--- src/rtl/usb_capture_framer.sv ---
// usb_capture_framer: turns the UTMI receive stream into 32-bit capture
// records (LINE / SOP / DATA / EOP).
// Records are buffered in a small FIFO because the receive path cannot
// be stalled. When the FIFO is full, records are dropped and counted.
module usb_capture_framer #(
  parameter int FIFO_DEPTH = 16
) (
  input  logic        clk_i,
  input  logic        rst_i,
  input  logic        enable_i,
  input  logic [7:0]  utmi_data_in_i,
  input  logic        utmi_rxvalid_i,
  input  logic        utmi_rxactive_i,
  input  logic        utmi_rxerror_i,
  input  logic [1:0]  utmi_linestate_i,
  output logic        outport_valid_o,
  output logic [31:0] outport_data_o,
  input  logic        outport_ready_i,
  output logic [15:0] drop_count_o,
  output logic        active_o,
  output logic [1:0]  dbg_state_o
);

  localparam int AW = $clog2(FIFO_DEPTH);

  typedef enum logic [1:0] {
    S_IDLE  = 2'd0,
    S_RX    = 2'd1,
    S_FLUSH = 2'd2,
    S_EOP   = 2'd3
  } state_t;

  state_t       state_q, state_d;
  logic [27:0]  ts_q, ts_d;
  logic [1:0]   ll_q, ll_d;
  logic         ll_valid_q, ll_valid_d;
  logic         ignore_q, ignore_d;
  logic [23:0]  acc_q, acc_d;
  logic [1:0]   acc_cnt_q, acc_cnt_d;
  logic [15:0]  pkt_cnt_q, pkt_cnt_d;
  logic         err_q, err_d;
  logic         drop_q, drop_d;
  logic [15:0]  drop_cnt_q, drop_cnt_d;
  logic         active_q, active_d;
  logic [AW:0]  wr_ptr_q, wr_ptr_d;
  logic [AW:0]  rd_ptr_q, rd_ptr_d;
  logic [31:0]  mem_q [FIFO_DEPTH];

  logic [AW:0]  fifo_count;
  logic         fifo_full;
  logic         fifo_empty;
  logic         pop;
  logic         wr_req;
  logic         wr_en;
  logic [31:0]  wr_data;

  assign fifo_count = wr_ptr_q - rd_ptr_q;
  assign fifo_full  = (fifo_count == (AW+1)'(FIFO_DEPTH));
  assign fifo_empty = (wr_ptr_q == rd_ptr_q);

  // Output handshake: a record transfers on a cycle where valid and ready are
  // both high; while valid is high and ready is low, the data word is held.
  assign outport_valid_o = ~fifo_empty;
  assign outport_data_o  = mem_q[rd_ptr_q[AW-1:0]];
  assign pop             = outport_valid_o & outport_ready_i;
  assign wr_en           = wr_req & ~fifo_full;

  assign drop_count_o = drop_cnt_q;
  assign active_o     = active_q;
  assign dbg_state_o  = state_q;

  // Next-state: framing state machine, record generation and drop accounting.
  always_comb begin
    state_d    = state_q;
    ts_d       = ts_q + 28'd1;
    ll_d       = ll_q;
    ll_valid_d = ll_valid_q;
    ignore_d   = ignore_q;
    acc_d      = acc_q;
    acc_cnt_d  = acc_cnt_q;
    pkt_cnt_d  = pkt_cnt_q;
    err_d      = err_q;
    drop_d     = drop_q;
    drop_cnt_d = drop_cnt_q;
    wr_req     = 1'b0;
    wr_data    = 32'h0;

    // While disabled, forget the last logged state so re-enabling logs one LINE.
    if (!enable_i) ll_valid_d = 1'b0;

    case (state_q)
      S_IDLE: begin
        if (ignore_q) begin
          // Riding out a packet that started while capture was not possible.
          ignore_d = utmi_rxactive_i;
        end else if (utmi_rxactive_i) begin
          if (enable_i) begin
            wr_req    = 1'b1;
            wr_data   = {2'b01, 2'b00, ts_q};
            acc_d     = 24'h0;
            acc_cnt_d = 2'd0;
            pkt_cnt_d = 16'h0;
            err_d     = 1'b0;
            drop_d    = 1'b0;
            state_d   = S_RX;
          end else begin
            ignore_d = 1'b1;
          end
        end else if (enable_i && (!ll_valid_q || (utmi_linestate_i != ll_q))) begin
          wr_req     = 1'b1;
          wr_data    = {2'b00, utmi_linestate_i, ts_q};
          ll_d       = utmi_linestate_i;
          ll_valid_d = 1'b1;
        end
      end

      S_RX: begin
        if (utmi_rxerror_i) err_d = 1'b1;
        if (utmi_rxvalid_i) begin
          pkt_cnt_d = pkt_cnt_q + 16'd1;
          case (acc_cnt_q)
            2'd0: begin
              acc_d[7:0] = utmi_data_in_i;
              acc_cnt_d  = 2'd1;
            end
            2'd1: begin
              acc_d[15:8] = utmi_data_in_i;
              acc_cnt_d   = 2'd2;
            end
            default: begin
              wr_req    = 1'b1;
              wr_data   = {2'b10, 2'd3, 4'h0, utmi_data_in_i, acc_q[15:0]};
              acc_d     = 24'h0;
              acc_cnt_d = 2'd0;
            end
          endcase
        end
        if (!utmi_rxactive_i) begin
          state_d = (acc_cnt_d != 2'd0) ? S_FLUSH : S_EOP;
        end
      end

      S_FLUSH: begin
        wr_req    = 1'b1;
        wr_data   = {2'b10, acc_cnt_q, 4'h0, acc_q};
        acc_d     = 24'h0;
        acc_cnt_d = 2'd0;
        state_d   = S_EOP;
      end

      S_EOP: begin
        // A packet beginning while EOP is stuck behind a full FIFO is ignored.
        ignore_d = utmi_rxactive_i;
        if (!fifo_full) begin
          wr_req     = 1'b1;
          wr_data    = {2'b11, err_q, drop_q, 12'h0, pkt_cnt_q};
          ll_d       = utmi_linestate_i;
          ll_valid_d = 1'b1;
          state_d    = S_IDLE;
        end
      end

      default: state_d = S_IDLE;
    endcase

    // A record that finds the FIFO full is discarded and accounted for.
    if (wr_req && fifo_full) begin
      drop_d = 1'b1;
      if (drop_cnt_q != 16'hFFFF) drop_cnt_d = drop_cnt_q + 16'd1;
    end

    active_d = (state_d != S_IDLE);
  end

  // FIFO pointer arithmetic.
  always_comb begin
    wr_ptr_d = wr_ptr_q + (AW+1)'(wr_en);
    rd_ptr_d = rd_ptr_q + (AW+1)'(pop);
  end

  // State registers with synchronous reset.
  always_ff @(posedge clk_i) begin
    if (rst_i) begin
      state_q    <= S_IDLE;
      ts_q       <= 28'h0;
      ll_q       <= 2'b00;
      ll_valid_q <= 1'b0;
      ignore_q   <= 1'b0;
      acc_q      <= 24'h0;
      acc_cnt_q  <= 2'd0;
      pkt_cnt_q  <= 16'h0;
      err_q      <= 1'b0;
      drop_q     <= 1'b0;
      drop_cnt_q <= 16'h0;
      active_q   <= 1'b0;
      wr_ptr_q   <= '0;
      rd_ptr_q   <= '0;
    end else begin
      state_q    <= state_d;
      ts_q       <= ts_d;
      ll_q       <= ll_d;
      ll_valid_q <= ll_valid_d;
      ignore_q   <= ignore_d;
      acc_q      <= acc_d;
      acc_cnt_q  <= acc_cnt_d;
      pkt_cnt_q  <= pkt_cnt_d;
      err_q      <= err_d;
      drop_q     <= drop_d;
      drop_cnt_q <= drop_cnt_d;
      active_q   <= active_d;
      wr_ptr_q   <= wr_ptr_d;
      rd_ptr_q   <= rd_ptr_d;
    end
  end

  // Record storage; contents need no reset because the pointers gate visibility.
  always_ff @(posedge clk_i) begin
    if (wr_en) mem_q[wr_ptr_q[AW-1:0]] <= wr_data;
  end

endmodule
--- config.mk ---
export PLATFORM = sky130hd
export DESIGN_NAME = usb_capture_framer
export DESIGN_NICKNAME = d
export VERILOG_FILES = /design/src/rtl/usb_capture_framer.sv
export SDC_FILE = /design/constraint.sdc
export NUM_CORES = 1
export LEC_CHECK = 0
export CORE_MARGIN = 8
export CORE_UTILIZATION = 66
export DETAILED_ROUTE_END_ITERATION = 10
export PLACE_DENSITY = 0.82
export RECOVER_POWER = 50
export SYNTH_ARGS = -nofsm -noshare
export SYNTH_HDL_FRONTEND = slang
export SYNTH_SLANG_ARGS = --single-unit
export TNS_END_PERCENT = 10
--- constraint.sdc ---
create_clock -name clk_i -period 8.9 [get_ports clk_i]
set_input_delay 2.67 -clock clk_i [delete_from_list [all_inputs] [get_ports clk_i]]
set_output_delay 2.67 -clock clk_i [all_outputs]
set_load 0.005 [all_outputs]
==> reports/summary.txt <==
Status - finished with violations
Failing checks - capacitance limit, slew limit
Initial antenna violation count - 1
Mux contribution to synthesized area - 0.154
Sink Count - 609
Max-Cap Viols - 3
Worst skew pair latency - 600 ps
Critical-path cell list - dlygate4sd3_1 > or4_1 > and2_0 > or2_2 > nand3_1 > nor2_1 > buf_12
Slowest CP cell - nor2_1
Synth Area in Compound Gates - 0.0318
Port Buf Inserts - 68
Critical path class - in2reg
Total track usage - 0.261
EDFF count, synth - 512
Layout Area Growth over Synthesis - 12.4%
Routed Wire Length - 56100 µm
Die height - 209 µm
Worst Path Arrival - 7050 ps
Combinational Power Share - 0.143
CTS buffer count - 57
DR top layer - met4
Number of global-route vias before repair - 13720
Critical path's largest stage delay - 1280 ps
Chip width - 209 µm
DRC - 0
H-tree lvl count - 2
Core ar. - 36600 µm²
Post-synthesis sequential area ratio - 0.705
Mapped Avg Cell Area - 18.1 µm²
Pre-antenna DRT Iters - 5
Worst hold path type - reg2reg
Setup crit end kind - register
WL/cell - 28.9 µm
Relative slew slack - -1.70
Post-Synthesis Cells - 1355
I/O pin cnt - 69
Max VDD drop - 189 µV
First-pass GRT wire length - 85300 µm
CTS Buffer Depth - 3
R2R setup slack - 2770 ps
Reg2Reg Depth - 9
Int Power - 5070 µW
Met3 WL - 5200 µm
Routed wl met2 - 27900 µm
Clock share of power - 0.366
Post-synth top flop - edfxtp_1
Ys async rst share - 0
Full die area - 43600 µm²
Nets@finish - 1459
Total power - 6630 µW
Iteration-0 DRC Markers - 1417
Largest net degree at the start of global routing - 98
Critical-path maximum fanout - 26
Post-DP HPWL - 29900 µm
Pwr dens - 240 nW/µm²
Seq pwr share - 0.491
RSZ-0062 raised after global routing - no
Ratio of final minimum period to clock period - 0.759
Synthesized net count - 1387
Post-synth cell types - 67
Final Skew - 16.2 ps
# setup viols final - 0
Worst Tran Pin Value - 4050 ps
DR vias - 13164
Static leakage - 0.00914 µW
Post-CTS Setup Bufs - 0
CP Launch Type - input port
Synth Cell Area - 24600 µm²
Vias per Instance - 6.78
Fill cells - 2059
Min-delay src - acc_q[10]
RD Place Congestion - 0.855
Number of placement rows - 70
Post-Synth XOR/XNOR Area - 0.0174
Crit path from - utmi_rxactive_i
Fmax achieved - 148 MHz
Fin crit period - 6760 ps
Gates resized, CTS repair - 0
Total gr overflow - 0
Clock transition at path regs - 60 ps
Post-Synth Adder-Cell Area - 0.00764
Number of synthesized register bits - 609
Worst reg2reg startpoint - rd_ptr_q[0]
Clock Tree Root - clkbuf_16
Post-Route M1 WL - 21400 µm
Switching power - 1570 µW
Hold depth - 2
Antenna-violating nets left - 0
Syn. warnings - 0
Worst Hold Endpoint - acc_q[10]
CTS tree - done
Hold Buf Count CTS - 0
Hold Fails Final Rpt - 0
Main combinational cell family by area after synthesis - multiplexers
Worst R2R End - mem_q[14][31]
Initial Utilization - 0.671
Required @ worst endpoint - 9190 ps
Share of cells above drive strength 1 - 0.205
Setup TNS - 0 ps
Synth Area in Simple Gates - 0.0681
Antenna cell count - 0
Final Max Slew Viols - 138
Sw Ratio - 0.236
==> Yosys cell counts, types with 6 or more instances <==
cell,number,area share
nor2b_1,22,0.0056
ha_1,15,0.0076
xor2_1,33,0.012
o21ai_0,10,0.0020
nor3_1,14,0.0029
a21oi_1,37,0.0075
buf_2,15,0.0031
edfxtp_1,512,0.63
dfxtp_1,97,0.079
nand3_1,47,0.0096
nand2_1,43,0.0066
nand2b_1,13,0.0033
clkbuf_1,46,0.0070
and2_1,6,0.0015
inv_1,13,0.0020
nor2_1,86,0.013
and3_1,14,0.0036
xnor2_1,14,0.0050
a21o_1,17,0.0052
mux4_2,160,0.15
a22o_1,24,0.0086
nor4_2,12,0.0061
nand4_1,17,0.0043
buf_1,9,0.0014
mux2_1,6,0.0028
==> logic make-up (layout without fill, tap and decap cells) <==
| kind of cell | count (synthesis) | in the layout |
|---|---|---|
| AOI/OAI and AO/OA | 111 | 111 |
| xor gates and xnor gates | 48 | 48 |
| DFF | 609 | 609 |
| muxes | 175 | 175 |
| and+or+nand+nor | 307 | 307 |
| buffers and inverters | 90 | 210 |
| adders and majority gates | 15 | 15 |
==> per-layer routing <==
layer	vias up	global-route usage
met3	109	0.0515
met5	-	0
met2	683	0.427
met1	6805	0.356
li1	5567	-
met4	0	0.0812
==> registers in the layout, summed over array words and instances, names as in the netlist <==
register	flops
drop_count_o	16
dbg_state_o	2
err_q	1
pkt_cnt_q	16
ts_q	28
ll_q	2
drop_q	1
rd_ptr_q	5
ll_valid_q	1
wr_ptr_q	5
ignore_q	1
acc_cnt_q	2
acc_q	16
mem_q	512
active_o	1
==> cells in the final DEF, fill, tap and decap left out, types with 11 or more instances in the layout <==
| cell type | count |
|---|---|
| nor4_2 | 13 |
| dlygate4sd3_1 | 21 |
| nand2b_1 | 13 |
| mux2_1 | 11 |
| nand4_1 | 17 |
| clkinv_1 | 12 |
| edfxtp_1 | 512 |
| a21o_1 | 17 |
| clkbuf_1 | 16 |
| xor2_1 | 33 |
| buf_4 | 16 |
| clkbuf_16 | 59 |
| nor2b_1 | 22 |
| mux4_2 | 160 |
| clkdlybuf4s50_1 | 46 |
| nor2_1 | 75 |
| nand3_1 | 47 |
| nand2_1 | 43 |
| inv_1 | 16 |
| and3_1 | 14 |
| xnor2_1 | 14 |
| o21ai_0 | 11 |
| nor2_4 | 11 |
| dfxtp_1 | 94 |
| a22o_1 | 24 |
| a21oi_1 | 37 |
| ha_1 | 15 |
==> critical path, delay by kind of cell <==
family	cells	cell delay, ps
and+or+nand+nor	5	3330
buffers and inverters	2	1030
==> power groups by stage <==
stage          clock, µW  combinational, µW  sequential (µW)
3_3_place_gp           0                929             3300
4_1_cts             2460                968             3260
6_report            2430                949             3250
2_1_floorplan          0                635             3270
3_5_place_dp           0                952             3310
5_1_grt             2560               1010             3270
==> final cells by class <==
type,instances,area [µm²],area share
Sequential cell,609,17300,0.627
Multi-Input combinational cell,656,6930,0.251
Clock buffer,75,1570,0.0567
Timing Repair Buffer,89,847,0.0307
Tap cell,468,586,0.0212
Clock inverter,32,310,0.0112
Inverter,14,52.6,0.00190
==> worst max-delay path by stage <==
stage / end / slack, ps / depth (start not counted)
after CTS: outport_data_o[29] / 2310 / 4
after global placement: mem_q[9][13] / 2950 / 7
after floorplan: mem_q[5][0] / 2660 / 7
final: mem_q[10][4] / 2140 / 7
after global routing: mem_q[10][2] / 1930 / 7
after detailed placement: mem_q[11][14] / 2820 / 6
==> per-stage QoR <==
stage / hold WS [ps] / cell area (µm²) / setup WS [ps] / instances / util
5_1_grt: 474 / 27600 / 1930 / 1943 / 0.754
2_1_floorplan: 432 / 24600 / 2660 / 1355 / -
4_1_cts: 456 / 27700 / 2310 / 1942 / 0.755
3_3_place_gp: 441 / 25800 / 2950 / 1835 / 0.704
6_report: 458 / 27600 / 2140 / 1943 / 0.754
3_5_place_dp: 447 / 25800 / 2820 / 1835 / 0.704
Power figures use the tool's default switching activity.
